File: src/rtl/nco_voice_scheduler.sv
// Time-multiplexes one shared NCO lookup datapath across NUM_VOICES voices.
// Each sample_clk_en frame issues one lookup per gated voice and emits a saturated mix.
module nco_voice_scheduler #(
  parameter int NUM_VOICES = 8,
  parameter int PHASE_W    = 24,
  parameter int SAMPLE_W   = 16
) (
  input  logic                          master_clk,
  input  logic                          rst,
  input  logic                          sample_clk_en,
  input  logic                          cfg_we,
  input  logic [$clog2(NUM_VOICES)-1:0] cfg_voice,
  input  logic [PHASE_W-1:0]            cfg_freq,
  input  logic                          cfg_gate,
  input  logic                          cfg_phase_rst,
  output logic                          nco_req,
  output logic [PHASE_W-1:0]            nco_phase,
  input  logic                          nco_valid,
  input  logic signed [SAMPLE_W-1:0]    nco_sample,
  output logic [SAMPLE_W-1:0]           mix_sample,
  output logic                          mix_valid,
  output logic                          busy,
  output logic                          overrun,
  input  logic                          overrun_clr
);

  localparam int VW    = $clog2(NUM_VOICES);
  localparam int ACC_W = SAMPLE_W + VW;
  localparam logic signed [ACC_W-1:0] SAT_MAX = {{(VW+1){1'b0}}, {(SAMPLE_W-1){1'b1}}};
  localparam logic signed [ACC_W-1:0] SAT_MIN = {{(VW+1){1'b1}}, {(SAMPLE_W-1){1'b0}}};

  typedef enum logic [1:0] {IDLE, ISSUE, WAIT, DONE} state_t;

  state_t                    state;
  logic [VW-1:0]             vidx;
  logic signed [ACC_W-1:0]   acc;
  logic [PHASE_W-1:0]        freq  [NUM_VOICES];
  logic [PHASE_W-1:0]        phase [NUM_VOICES];
  logic [NUM_VOICES-1:0]     gate;
  logic                      last_voice;
  logic                      issue_go;
  logic [SAMPLE_W-1:0]       sat_sample;

  assign last_voice = (vidx == VW'(NUM_VOICES - 1));
  assign issue_go   = (state == ISSUE) && gate[vidx];

  // The request is decoded from registered state so the lookup starts in the ISSUE cycle itself.
  assign nco_req   = issue_go;
  assign nco_phase = issue_go ? phase[vidx] : '0;

  always_ff @(posedge master_clk or negedge rst) begin
    if (!rst) begin
      // NOTE: the voice tables are reset on purpose: every voice must come up silent at phase 0.
      for (int v = 0; v < NUM_VOICES; v++) begin
        freq[v]  <= '0;
        phase[v] <= '0;
      end
      gate <= '0;
    end else begin
      for (int v = 0; v < NUM_VOICES; v++) begin
        if (cfg_we && cfg_voice == VW'(v)) begin
          freq[v] <= cfg_freq;
          gate[v] <= cfg_gate;
        end
        // A phase clear from the bus overrides the accumulator step for the same voice.
        if (cfg_we && cfg_phase_rst && cfg_voice == VW'(v))
          phase[v] <= '0;
        else if (issue_go && vidx == VW'(v))
          phase[v] <= phase[v] + freq[v];
      end
    end
  end

  always_comb begin
    // NOTE: default assignment first, so every path drives sat_sample and no latch is inferred.
    sat_sample = acc[SAMPLE_W-1:0];
    if (acc > SAT_MAX)
      sat_sample = SAT_MAX[SAMPLE_W-1:0];
    else if (acc < SAT_MIN)
      sat_sample = SAT_MIN[SAMPLE_W-1:0];
  end

  always_ff @(posedge master_clk or negedge rst) begin
    if (!rst) begin
      state      <= IDLE;
      vidx       <= '0;
      acc        <= '0;
      mix_sample <= '0;
      mix_valid  <= 1'b0;
      busy       <= 1'b0;
      overrun    <= 1'b0;
    end else begin
      mix_valid <= 1'b0;
      if (sample_clk_en && busy)
        overrun <= 1'b1;
      else if (overrun_clr)
        overrun <= 1'b0;

      case (state)
        IDLE: begin
          if (sample_clk_en) begin
            state <= ISSUE;
            vidx  <= '0;
            acc   <= '0;
            busy  <= 1'b1;
          end
        end
        ISSUE: begin
          if (gate[vidx])
            state <= WAIT;
          else if (last_voice)
            state <= DONE;
          else
            vidx <= vidx + VW'(1);
        end
        WAIT: begin
          if (nco_valid) begin
            acc <= acc + {{VW{nco_sample[SAMPLE_W-1]}}, nco_sample};
            if (last_voice) begin
              state <= DONE;
            end else begin
              state <= ISSUE;
              vidx  <= vidx + VW'(1);
            end
          end
        end
        DONE: begin
          mix_sample <= sat_sample;
          mix_valid  <= 1'b1;
          busy       <= 1'b0;
          state      <= IDLE;
        end
        default: state <= IDLE;
      endcase
    end
  end

endmodule
File: config.mk
export PLATFORM = sky130hd
export DESIGN_NAME = nco_voice_scheduler
export DESIGN_NICKNAME = d
export VERILOG_FILES = /design/src/rtl/nco_voice_scheduler.sv
export SDC_FILE = /design/constraint.sdc
export NUM_CORES = 1
export LEC_CHECK = 0
export ABC_AREA = 0
export BUFFER_PORTS_ARGS = -buffer_cell sky130_fd_sc_hd__buf_4
export CAP_MARGIN = 40
export CORE_ASPECT_RATIO = 0.8
export CORE_MARGIN = 5
export CORE_UTILIZATION = 33
export CTS_CLUSTER_SIZE = 16
export DETAILED_ROUTE_END_ITERATION = 8
export PLACE_DENSITY = 0.51
export SETUP_SLACK_MARGIN = 0.02
export SLEW_MARGIN = 0
export SYNTH_ARGS = -nofsm -noshare
export SYNTH_HDL_FRONTEND = slang
export SYNTH_SLANG_ARGS = --single-unit
File: constraint.sdc
create_clock -name master_clk -period 7.95 [get_ports master_clk]
set_clock_uncertainty 0.2 [all_clocks]
set_input_delay 1.59 -clock master_clk [delete_from_list [all_inputs] [get_ports master_clk]]
set_output_delay 1.59 -clock master_clk [all_outputs]
set_load 0.005 [all_outputs]
Yosys cells after proc, flatten, opt, wreduce, memory -nomap -nowiden:

Cells that the tools add are included.

* add/sub/neg operators: 10
* magnitude comparators: 4
* equality and inequality tests: 21
* mux-type cells: 43
* bitwise operators: 1
* reduce and logical (&&, ||, !) cells: 46

Operators with widths (number)
* 24-bit 2-to-1 mux: 19
* 24-bit adder: 8
* 24-bit binary-select mux with 3-bit select: 1
* 19-bit 2-to-1 mux: 2
* 19-bit case mux with 2 select lines: 1
* 16-bit 2-to-1 mux: 2
* 1-bit logical AND: 27
* 3-bit equality test, second input constant: 8
* 2-bit nonzero test: 11
* 19-bit adder: 1
* 19-bit by 16-bit greater-than comparator with 1-bit output, second input constant: 1
* 19-bit by 16-bit < comparator with 1-bit output, second input constant: 1
* 3-bit by 2-bit equality test with 1-bit output, second input constant: 4
* 3-bit 2-to-1 mux: 4
* 2-bit 2-to-1 mux: 5
* 3-bit case mux with 3 select lines: 1
* 2-bit case mux with 4 select lines: 1
* 3-bit by 1-bit equality test with 1-bit output, second input constant: 2
* 3-bit zero test: 2
* 2-bit inequality test, second input constant: 3
* 3-bit AND reduction: 2
* 1-bit 2-to-1 mux: 5
* 2-bit equality test, second input constant: 2
* 4-bit greater-or-equal comparator, second input constant: 1
* other kinds (11): 11

* register bits after elaboration: 435
* output and inout bits: 44
* logic and storage cells: 156

Depth between registers and ports, before layout:

Gate-level depths: netlist of the first run.

* depth after elaboration: 6
* depth in mapped cells: 11
* gate-level depth less buffers: 11

Worst setup path after synthesis of the first run:

OpenSTA, ideal clock, no wires.

* path type: input to register
* start point: input port nco_sample[0]
* end point: register acc[14]
* data arrival time: 3548 ps
* setup slack: 4069 ps
* stages: 10
* buffers on the path: 0
* path through: ha_1 -> fa_1 -> a21o_1 -> a21o_1 -> a21oi_1 -> nor4_1 -> or3_1 -> a21oi_1 -> xor2_1 -> o21ai_0

* word-level cells in the longest chain between the ends: 3

Ends and longest elaborated chain
* start: declaration: RTL line 19 `input logic signed [SAMPLE_W-1:0] nco_sample,`
* 19-bit adder: RTL line 118 `acc <= acc + {{VW{nco_sample[SAMPLE_W-1]}}, nco_sample};`
* 19-bit 2-to-1 mux: RTL line 117 `if (nco_valid) begin`
* 19-bit case mux with 2 select lines: RTL line 99 `case (state)`
* end signal: assignment: RTL line 118
* end: declaration: RTL line 36 `logic signed [ACC_W-1:0] acc;`

Every way passes these cells. The select of a mux whose other input is x is not followed.
A chain may end at the register's enable or synchronous reset.

Worst setup path after layout of the first run:

* start point: register vidx[0]
* end point: output port nco_phase[13]

* word-level cells in the longest chain between the ends: 5
* elaborated cells on any way between the ends: 8
* those cells by class: mux (6); bitwise (1); reduce/logical (1)

Ends and longest elaborated chain
* start: declaration: RTL line 35 `logic [VW-1:0] vidx;`
* start signal: assignment: RTL line 114 `vidx <= vidx + VW'(1);`
* start signal: assignment: RTL line 123 `vidx <= vidx + VW'(1);`
* 3-bit NOT with 4-bit output (implied by the code): RTL line 49 `assign nco_phase = issue_go ? phase[vidx] : '0;`
* 24-bit binary-select mux with 3-bit select: RTL line 49
* 24-bit 2-to-1 mux (implied by the code) (2 in a row): RTL line 49
* 24-bit 2-to-1 mux (*): RTL line 49
* end: declaration: RTL line 17 `output logic [PHASE_W-1:0] nco_phase,`

Every way passes the cells marked *; elsewhere a longest branch is shown, timed or not. The select of a mux whose other input is x is not followed.

==> flow_metrics.tcl, run 1 <==
set metrics [dict create \
    outcome "complete, no violations" \
    coreArea_sq_um 83700 \
    overflow 0 \
    crit_type "reg -> out" \
    fin_nets 3125 \
    worstMarginPinSlew_ns 1.16 \
    synth_top_family_by_area "compound AO/OA/AOI/OAI gates" \
    p_seq_frac 0.299 \
    synthArstFlopShare 1.00 \
    track_usage 0.181 \
    drive_above_1_share 0.176 \
    yosys.area_share.simple 0.122 \
    synth-compound-area-share 0.180 \
    fp-row-count 95 \
    drv_cap 0 \
    worstHoldPathType "reg -> reg" \
    synth_edf_count 0 \
    relSlewSlack 0.224 \
    crit_path_end_kind "output port" \
    power.internal_mw 7.09 \
    vias 22200 \
    clockBufferDepth 3 \
    start_util 0.331 \
    drt_pre_antenna_iters 5 \
    hold_viol_final 0 \
    cellLeakagePower_nw 14.4 \
    seq_area_sq_um 10900 \
    tns_ns 0 \
    fmax_mhz 189 \
    finalCritPeriodShare 0.665 \
    via_per_inst 5.54 \
    final_cell_mix "433 x dfrtp_1, 317 x nand2_1, 260 x a21oi_1, 212 x ha_1, 201 x mux2_2" \
    yosys.cell_types.count 81 \
    cts-root-buf "clkbuf_16" \
    p_comb_frac 0.481 \
    synth_warnings 0 \
    clkLatencyLatePin_ns 0.61 \
    design_area_sq_um 31800 \
    power.switching_mw 4.84 \
    cp_num_buf_inv 2 \
    yosys_most_used_dff "dfrtp_1" \
    power_density_nw_per_um2 376 \
    cts_resized 0 \
    slew_viol_final 0 \
    grt_max_degree 175 \
    grt_pass1_vias 21700 \
    final-setup-viol-count 0 \
    dieArea_sq_um 90000 \
    path_delay_family "flip-flops" \
    ys_seq_area_frac 0.393 \
    avgSynthCellArea_sq_um 9.97 \
    multi_input_area_sq_um 16200 \
    synth_fp_nets 3054 \
    final_common_cell "dfrtp_1" \
    place.gp.congestion 0.934 \
    die_w_um 334 \
    grt_setup_unrepaired "false" \
    cts_htree_levels 2 \
    cp_max_fo 30 \
    p_sw_frac 0.406 \
    numPortBuffers 94 \
    postCtsSetupBuffers 0 \
    synth_mux_area_frac 0.126 \
    ys_ff_latch 435 \
    num_antenna_cells 0 \
    ant_nets 0 \
    critical_path_required_ns 6.16 \
    holdBufCountCts 0 \
    antenna_found_initial 2 \
    grt_pass1_wl_mm 130 \
    wl_per_cell_um 20.9 \
    cts_buffers 50 \
    num_io_pins 95 \
    area.growth.synth_to_final_pct 14.5 \
    yosys.area_share.xor_xnor 0.0521 \
    clock_sinks 435 \
    dpl-instance-area_sq_um 29900 \
    setup_ws_ns 2.67 \
    die_h_um 269 \
    peakVddDrop_v 0.000159 \
    period_needed_ns 5.28 \
    drt-initial-drc-count 2001 \
    cts_tree "yes" \
    yosysTopAreaCell "dfrtp_1" \
    pre_cts_ws_ns 3.31 \
    dpl.hpwl_mm 62.5 \
    nFillCells 8274 \
    routed_wl_mm 83.7 \
    cpPeakStageDelay_ns 0.87 \
    crit_arrival_ns 3.49 \
    path_common_cell "buf_4" \
    synth_top_area_share 0.393 \
    cp-start-kind "flop" \
    hold_ws_ns 0.304 \
    synth_fa_ha_area_frac 0.102 \
    synth_area_sq_um 27700 \
    p_clk_frac 0.220 \
    clkTransAtPathRegs_ns 0.06 \
    synth_cells 2782 \
    synth_area_leaders "dfrtp_1 39%, ha_1 9.6%, mux2_2 8.2%" \
    crit_slowest_cell "dfrtp_2" \
    drcViolationCount 0 \
    cp_cell_sequence "mux4_2, mux2i_1, nand2b_1, buf_4, a21oi_1, buf_4" \
]
-- synth_stat cells (all sizes together) (9+ instances only) --
| cell | n |
|---|---|
| dfrtp | 435 |
| nand2 | 317 |
| a21oi | 262 |
| ha | 212 |
| mux2 | 201 |
| nor2 | 155 |
| o21ai | 143 |
| xnor2 | 106 |
| a21o | 104 |
| clkbuf | 93 |
| nand3 | 75 |
| inv | 69 |
| a22o | 61 |
| xor2 | 59 |
| mux4 | 50 |
| nor3 | 35 |
| o21bai | 32 |
| a211oi | 27 |
| nand4 | 26 |
| and3 | 24 |
| o31ai | 23 |
| or3 | 22 |
| buf | 21 |
| nand2b | 20 |
| o22ai | 19 |
| a31oi | 18 |
| o21a | 16 |
| nor2b | 12 |
| mux2i | 11 |
| nor4 | 11 |
| and2 | 9 |
| fa | 9 |
| or2 | 9 |
-- power groups by stage --
| stage | Clock, mW | Sequential, mW | Combinational, mW |
|---|---|---|---|
| floorplan | 0 | 3.28 | 4.39 |
| global placement | 0 | 3.60 | 5.49 |
| detailed placement | 0 | 3.62 | 5.63 |
| CTS | 2.69 | 3.58 | 5.67 |
| global route | 2.79 | 3.66 | 6.35 |
| finish | 2.62 | 3.57 | 5.74 |
-- final timing paths --
check | cells past startpoint | to | startpoint | slack [ns]
setup reg to reg | 12 | phase[95] | vidx[0] | 3.48
min in group asynchronous | 1 | phase[68] | rst | 0.84
hold reg to reg | 1 | gate[2] | gate[2] | 0.30
setup / recovery | 6 | nco_phase[13] | vidx[0] | 2.67
hold / removal | 1 | gate[2] | gate[2] | 0.30
max in group asynchronous | 2 | freq[100] | rst | 5.01
-- cell families after synthesis --
family,count (synthesis)
XOR/XNOR,165
buffers and inverters,183
flip-flops,435
adder cells (fa/ha/maj),221
AND/OR/NAND/NOR,742
AO/OA/AOI/OAI,774
multiplexers,262
-- metrics by stage --
step | std cells | util | power (mW)
3_5_place_dp | 3916 | 0.357 | 9.24
2_1_floorplan | 2782 | - | 7.67
5_1_grt | 4010 | 0.379 | 12.8
6_report | 4010 | 0.379 | 11.9
3_3_place_gp | 3906 | 0.355 | 9.09
4_1_cts | 4010 | 0.379 | 11.9
-- flip-flops by register name (all words and copies together) (netlist names) --
signal	flops
acc	19
busy	1
freq	192
gate	8
mix_sample	16
mix_valid	1
overrun	1
phase	192
state	2
vidx	3
-- per-layer routing --
layer	global-route usage	part of all wire	vias up
li1	-	-	10400
met1	0.279	0.49	11000
met2	0.265	0.42	706
met3	0.0299	0.062	124
met4	0.0440	0.022	2
met5	0	0.00016	-
-- area by class of cell --
class,instances,area share
multi-input combinational,2164,0.510
clock inverter,18,0.00918
sequential,435,0.343
clock buffer,76,0.0498
inverter,69,0.00816
tap,1115,0.0439
timing repair buffer,133,0.0363
Power figures use the tool's default switching activity.
==> run 2: changes to the inputs <==
--- a/config.mk
+++ b/config.mk
@@ -13,7 +13,7 @@
 export CORE_UTILIZATION = 33
 export CTS_CLUSTER_SIZE = 16
 export DETAILED_ROUTE_END_ITERATION = 8
-export PLACE_DENSITY = 0.51
+export PLACE_DENSITY = 0.52
 export SETUP_SLACK_MARGIN = 0.02
 export SLEW_MARGIN = 0
 export SYNTH_ARGS = -nofsm -noshare
==> constraint.sdc (replaced) <==
create_clock -name master_clk -period 4.4 [get_ports master_clk]
set_clock_uncertainty 0.2 [all_clocks]
set_input_delay 0.88 -clock master_clk [delete_from_list [all_inputs] [get_ports master_clk]]
set_output_delay 0.88 -clock master_clk [all_outputs]
set_load 0.005 [all_outputs]
==> run 2 against run 1 <==
Against the previous run: combinational power grew 83%; clock power grew 63%; die area is the same; largest power group unchanged; global-route usage shrank 0.13 points.
==> flow_metrics.tcl, run 2 (synthesis gave the netlist of run 1 again) <==
set metrics [dict create \
    outcome "complete, no violations" \
    dpl-instance-area_sq_um 30000 \
    fp-row-count 95 \
    start_util 0.331 \
    grt_max_degree 87 \
    dpl.hpwl_mm 62.7 \
    cts_htree_levels 2 \
    hold_ws_ns 0.0711 \
    cts_buffers 50 \
    vias 21900 \
    drt-initial-drc-count 1756 \
    peakVddDrop_v 0.000356 \
    grt_pass1_wl_mm 129 \
    instances_no_fill 4017 \
    place.gp.congestion 0.935 \
    grt_setup_unrepaired "false" \
    p_seq_frac 0.300 \
    cp-start-kind "flop" \
    cts_resized 0 \
    reg.largest.list "freq x192, phase x192, acc x19" \
    r2r_slack_ns 0.58 \
    critical_path_required_ns 3.32 \
    fmax_mhz 250 \
    worstMarginPinSlew_ns 0.852 \
    ant_nets 0 \
    final_cell_mix "433 x dfrtp_1, 317 x nand2_1, 260 x a21oi_1, 212 x ha_1, 201 x mux2_2" \
    p_comb_frac 0.497 \
    hold_viol_final 0 \
    clkLatencyLatePin_ns 0.62 \
    worstHoldPathType "in -> async" \
    finalCritPeriodShare 0.910 \
    setup_ws_ns 0.396 \
    clockBufferDepth 3 \
    relSlewSlack 0.417 \
    wl_per_cell_um 20.6 \
    routed_wl_mm 82.7 \
    power_mw 21.1 \
    nFillCells 8395 \
    p_clk_frac 0.203 \
    pre_cts_ws_ns 0.689 \
    tns_ns 0 \
    drv_cap 0 \
    area.growth.synth_to_final_pct 14.1 \
    numPortBuffers 94 \
    final_common_cell "dfrtp_1" \
    r2r_start "freq[0]" \
    r2r-end "phase[22]" \
    num_io_pins 95 \
    slew_viol_final 0 \
    power.switching_mw 8.68 \
    drcViolationCount 0 \
    grt_pass1_vias 21600 \
    drt_pre_antenna_iters 5 \
    crit_type "reg -> out" \
    cts_tree "yes" \
    cp_max_fo 13 \
    final-setup-viol-count 0 \
    clock_sinks 435 \
    crit_path_end_kind "output port" \
    coreArea_sq_um 83700 \
    overflow 0 \
    final_core_util 0.378 \
    dieArea_sq_um 90000 \
    power_density_nw_per_um2 666 \
    via_per_inst 5.45 \
    worstRegToRegCells 11 \
    cts-root-buf "clkbuf_16" \
    crit_arrival_ns 2.92 \
    holdBufCountCts 0 \
    die_h_um 269 \
    power.internal_mw 12.4 \
    period_needed_ns 4.00 \
    track_usage 0.180 \
    antenna_found_initial 1 \
    design_area_sq_um 31600 \
    clkTransAtPathRegs_ns 0.06 \
    drive_above_1_share 0.178 \
    fin_nets 3134 \
    place_inst 3925 \
    cellLeakagePower_nw 14.4 \
    die_w_um 334 \
    postCtsSetupBuffers 0 \
    p_sw_frac 0.412 \
]
==> run 2: cell types whose count changed in the layout (fill, tap and decap cells not counted), sizes merged <==
cell | before | now
buf | 133 | 142
bufinv | 7 | 4
clkbuf | 76 | 61
clkinv | 6 | 24
clkinvlp | 3 | 0
diode | 0 | 1
==> run 2: final cells by class <==
type                            instances  area [sq um]  share of cell area
Antenna cell                            1          2.50           0.0000791
Inverter                               69           259             0.00819
Clock buffer                           61          1360              0.0431
Sequential cell                       435         10900               0.344
Multi-Input combinational cell       2164         16200               0.512
Clock inverter                         30           287             0.00906
Tap cell                             1115          1400              0.0441
Timing Repair Buffer                  142          1250              0.0396
==> run 2: worst max-delay path by stage <==
stage | from | endpoint | cells after the start
5_1_grt | vidx[0] | nco_phase[15] | 6
6_report | vidx[0] | nco_phase[12] | 6
3_5_place_dp | freq[0] | phase[22] | 11
3_3_place_gp | phase[0] | phase[22] | 11
2_1_floorplan | nco_sample[0] | acc[14] | 10
4_1_cts | vidx[0] | nco_phase[12] | 6
==> run 2: critical path: stages (launching register included) <==
cell      delay [ns]
dfrtp_2         0.43
mux4_2          0.35
mux2i_1         0.08
nand2b_1        0.44
buf_4           0.35
a21oi_1         0.47
buf_4           0.21
==> run 2: per-layer routing <==
layer  routed length, um  vias up  global-route usage
met4                1830        2              0.0418
met3                5290      102              0.0333
li1                    -    10400                   -
met5                  11        -                   0
met2               35100      597               0.265
met1               40500    10800               0.274
==> run 2: power by group through the flow <==
| stage | Clock, mW | Combinational [mW] | Sequential, mW |
|---|---|---|---|
| 3_5_place_dp | 0 | 10.3 | 6.40 |
| 5_1_grt | 4.60 | 11.6 | 6.46 |
| 4_1_cts | 4.43 | 10.4 | 6.33 |
| 6_report | 4.28 | 10.5 | 6.31 |
| 2_1_floorplan | 0 | 7.93 | 5.93 |
| 3_3_place_gp | 0 | 10.1 | 6.36 |
